[src/rtl/transmitter_ctrl.sv]
// Sequencer for the UART TX shift datapath: 1-entry holding register, baud timer,
// and load/next/frame_done strobes; a queued byte reloads on frame_done with no idle gap.
module transmitter_ctrl #(
  parameter int CLK_DIV = 16
) (
  input  logic       clk,
  input  logic       rst,
  input  logic [7:0] din,
  input  logic       din_valid,
  output logic       din_ready,
  output logic       load,
  output logic       next,
  output logic [7:0] x,
  input  logic       msb,
  output logic       busy,
  output logic       frame_done
);

  localparam int TW = $clog2(CLK_DIV);
  localparam logic [TW-1:0] T_END = TW'(CLK_DIV - 1);

  typedef enum logic {IDLE, SEND} state_t;

  state_t         state;
  logic [TW-1:0]  timer;
  logic           hold_full;
  logic [7:0]     hold_data;
  logic           bit_end;

  // Handshake: a byte moves on din_valid & din_ready; din_ready is simply the
  // registered "holding register empty" flag, so it can never fall combinationally.
  assign din_ready = !hold_full;
  assign x         = hold_data;
  assign busy      = (state == SEND) || hold_full;

  assign bit_end = (state == SEND) && (timer == T_END);

  always_comb begin
    load       = ((state == IDLE) && hold_full) || (bit_end && msb && hold_full);
    next       = bit_end && !msb;
    frame_done = bit_end && msb;
  end

  // Holding register: a pop (load) always wins; pushes only happen while empty.
  always_ff @(posedge clk or posedge rst) begin
    if (rst) begin
      hold_full <= 1'b0;
      hold_data <= 8'h00;
    end else if (load) begin
      hold_full <= 1'b0;
    end else if (din_valid && !hold_full) begin
      hold_full <= 1'b1;
      hold_data <= din;
    end
  end

  always_ff @(posedge clk or posedge rst) begin
    if (rst) begin
      state <= IDLE;
      timer <= '0;
    end else begin
      case (state)
        IDLE: begin
          timer <= '0;
          if (hold_full) state <= SEND;
        end
        SEND: begin
          if (bit_end) begin
            timer <= '0;
            if (msb && !hold_full) state <= IDLE;
          end else begin
            timer <= timer + TW'(1);
          end
        end
        default: begin
          state <= IDLE;
          timer <= '0;
        end
      endcase
    end
  end

endmodule
[config.mk]
export PLATFORM = sky130hd
export DESIGN_NAME = transmitter_ctrl
export DESIGN_NICKNAME = d
export VERILOG_FILES = /design/src/rtl/transmitter_ctrl.sv
export SDC_FILE = /design/constraint.sdc
export NUM_CORES = 1
export LEC_CHECK = 0
export CAP_MARGIN = 5
export CORE_ASPECT_RATIO = 0.9
export CORE_MARGIN = 10
export CORE_UTILIZATION = 40
export CTS_BUF_LIST = sky130_fd_sc_hd__clkbuf_8 sky130_fd_sc_hd__clkbuf_16
export CTS_CLUSTER_SIZE = 10
export DETAILED_ROUTE_END_ITERATION = 6
export PLACE_DENSITY = 0.84
export SLEW_MARGIN = 20
export SYNTH_ARGS = -nofsm -noshare
export SYNTH_HDL_FRONTEND = slang
export SYNTH_SLANG_ARGS = --single-unit
export TNS_END_PERCENT = 10
[constraint.sdc]
create_clock -name clk -period 2.1 [get_ports clk]
set_clock_uncertainty 0.05 [all_clocks]
set_input_delay 0.21 -clock clk [delete_from_list [all_inputs] [get_ports clk]]
set_output_delay 0.21 -clock clk [all_outputs]
set_load 0.05 [all_outputs]
## Yosys cells after proc, flatten, opt, wreduce, memory -nomap -nowiden

Index checks and enable logic that the tools add are counted.

| operators by class | value |
|---|---|
| add/subtract/negate cells | 1 |
| eq/ne operators | 1 |
| muxes and demuxes | 8 |
| bitwise gates (word level) | 2 |
| reduce and logical (&&, ||, !) cells | 13 |

Operator list:

| operator | number |
|---|---|
| one-hot mux 4 bit (2 select lines) | 1 |
| logical AND 1 bit | 7 |
| two-way mux 1 bit | 5 |
| adder 4 x 1 -> 4 bit (second input constant) | 1 |
| == test 4 bit (second input constant) | 1 |
| two-way mux 4 bit | 1 |
| zero test 1 bit | 2 |
| logical OR 1 bit | 2 |
| inverter 1 bit | 2 |
| one-hot mux 1 bit (2 select lines) | 1 |
| AND reduction 2 bit | 1 |
| nonzero test 2 bit | 1 |

| storage, ports and cells | value |
|---|---|
| register bits | 14 |
| bits of input ports | 12 |

## Logic depth before layout (Yosys ltp)

| logic depth | value |
|---|---|
| depth in word-level cells | 7 |
| depth in mapped cells | 3 |
| mapped depth without buffers | 3 |

## Worst setup path before layout

Ideal clock, no wire load.

| timing path | value |
|---|---|
| path type | register -> output |
| start point | reg timer[0] |
| end point | out next |
| arrival time | 1844 ps |
| path slack | -4 ps |
| stages on the path, launching flop included | 4 |
| buffers on the path | 0 |
| cells stage by stage | dfrtp_1 ha_1 nand3_1 nor3b_1 |

| on the way | value |
|---|---|
| longest elaborated chain between the ends | 3 |

RTL lines:

| what | line | text |
|---|---|---|
| start: declaration | 25 | `logic [TW-1:0] timer;` |
| start signal: assignment | 72 | `timer <= timer + TW'(1);` |
| == test 4 bit | 36 | `assign bit_end = (state == SEND) && (timer == T_END);` |
| logical AND 1 bit | 36 |  |
| logical AND 1 bit | 40 | `next = bit_end && !msb;` |
| end: declaration | 12 | `output logic next,` |

No other way between the ends.

## Worst setup path after layout

| timing path | value |
|---|---|
| start point | reg state |
| end point | out busy |

| on the way | value |
|---|---|
| longest elaborated chain between the ends | 1 |

RTL lines:

| what | line | text |
|---|---|---|
| start: declaration | 24 | `state_t state;` |
| start signal: assignment | 59 | `state <= IDLE;` |
| start signal: assignment | 65 | `if (hold_full) state <= SEND;` |
| start signal: assignment | 70 | `if (msb && !hold_full) state <= IDLE;` |
| logical OR 1 bit | 34 | `assign busy = (state == SEND) \|\| hold_full;` |
| end: declaration | 15 | `output logic busy,` |

No other way between the ends.

==> metrics <==
status=finished, final reports clean; Post-DP HPWL=1.15 mm; Critical Path RT=1.84 ns; syn_nets=58; peak supply drop=1.08 mV; site row count=13; via count=450; final total power=1.63 mW; pre-CTS setup slack=0.369 ns; Reg2Reg Depth=3; Slew headroom=64.2%; largest area contributor in the netlist=dfrtp_1; sequential-to-total area share from yosys stat=56.0%; worst setup margin=0.115 ns; P_leak=0.427 nW; CP Data Arrival Time=1.72 ns; vias in the first global route=469; capturing point of the worst reg2reg path=x[6]; post-synthesis cell type count=19; Most used DFF post-synth=dfrtp_1; setup_tns=0 ns; Core Region=1460 sq um; Seq cells post-synth=14; Gate Count Post-Synth=45; worst min path class=input pin to asynchronous set/reset pin; Avg Synthesized Cell Area=13.9 sq um; # DRC=0; MaxCap Viol Count=0; grt met3 use=5.75%; Clock Latency Late Sink=0.24 ns; ys async rst share=100%; Mapped Area=626 sq um; Yosys Warn Count=0; Post-CTS Hold Buffers=0; Area Growth Syn to Fin=52.6%; Final setup viols=0; R2R Setup Slk=0.80 ns; CTS tree=yes; Setup crit end kind=output port; final hold vios=0; Power per Cell Area=1700 nW/um^2; commonest non-fill, non-tap cell in the layout=clkdlybuf4s50_1; Setup Crit Path Kind=register to output port; RSZ-0062 raised after global routing=no; share of the synthesized area in the top cell type=56.0%; PortBufs=24; minimum clock period=1.98 ns; layout cell share with drive strength beyond 1=27.8%; Pins Over Slew Limit=0; commonest cells after routing, fill and taps aside=clkdlybuf4s50_1 (21), dfrtp_1 (14), mux2_4 (8); first-pass GRT wire length=2.44 mm; number of synthesized flops with an enable pin=0; initial antenna violation count=0; met2 usage=14.5%; total gr overflow=0; routed wire length=1.47 mm; clk root buf=clkbuf_8; routability cong.=0.834; CP Launch Type=register; busiest grt layer=met2; Fmax=0.504 GHz; Final ANT Viol Nets=0; Die Area=3550 sq um; largest net degree at the start of global routing=15; Worst-Margin Slew=0.536 ns; met1 GRT Util=10.1%; DR iter-0 viols=9; Pre-antenna DRT Iters=4; Final Util=65.2%; GRT Overall Usage=9.27%; clock slew seen by the registers of the worst setup and hold paths=0.06 ns; DR vias/cell=5.17; R2R Path Start=hold_full; Min Hold Slack=0.263 ns; CTS H-tree depth=1; routed len/inst=16.9 um; initial core utilization=42.7%; Nets=86; CTS resizes=0; Area contributors post-synth=dfrtp_1 (56%), mux2_4 (19%), and3_1 (4.0%); I/O pin count=25; clk sinks=14; Max FO, Critical Path=10; setup bufs post-CTS=0; Clock Tree Buf Depth=2; Die H=57.5 um; antenna cells=0; Final period util=94.5%; CTS buffer count=3; Chip Width=61.7 um
## registers in the layout, summed over array words and instances, names as in the netlist
signal / flops
state: 1
hold_full: 1
timer: 4
x: 8
## final cells by class
class / instances / area (sq um)
Fill cell: 119 / 509
Sequential cell: 14 / 350
Timing Repair Buffer: 25 / 265
Multi-Input combinational cell: 27 / 258
Clock buffer: 4 / 55.1
Tap cell: 15 / 18.8
Inverter: 2 / 7.51
## Yosys cell counts, drive strengths merged, types with 2 or more instances
cell type	n
inv	2
dfrtp	14
a21oi	2
nor3b	2
mux2	8
and3	4
## through the flow
stage | instances | cell area, sq um
6_report | 87 | 955
5_1_grt | 87 | 955
4_1_cts | 87 | 955
3_5_place_dp | 83 | 900
3_3_place_gp | 83 | 900
2_1_floorplan | 45 | 631
## worst max-delay path, cell delays in order, from the launching register on
cell and delay [ns]:
dfrtp_1 0.46, or2_2 0.32, clkdlybuf4s50_1 0.71
## kinds of logic (layout without fill, tap and decap cells)
logic type | after synthesis | in the layout | share of synthesized area (%)
DFF | 14 | 14 | 56.0
and+or+nand+nor | 12 | 12 | 11.8
muxes | 8 | 8 | 19.2
AOI/OAI and AO/OA | 5 | 5 | 6.00
buffers and inverters | 4 | 31 | 3.60
adders and majority gates | 1 | 1 | 2.00
xor gates and xnor gates | 1 | 1 | 1.40
## where the power goes
group	internal [mW]	switching (mW)
Combinational	0.382	0.490
Clock	0.166	0.0907
Sequential	0.400	0.0980
## worst max-delay path by stage
stage | startpoint | end | slack [ns] | cells past startpoint
floorplan | timer[0] | load | 0.30 | 3
CTS | state | busy | 0.10 | 2
detailed placement | state | busy | 0.37 | 2
global placement | state | busy | 0.39 | 2
global route | state | busy | 0.04 | 2
finish | state | busy | 0.12 | 2
## layer usage
metal | vias up | routed length, um
met1 | 218 | 555
li1 | 211 | -
met5 | - | 0
met3 | 0 | 157
met4 | 0 | 0
met2 | 21 | 759
No activity file was read; power rests on OpenSTA's default activity.
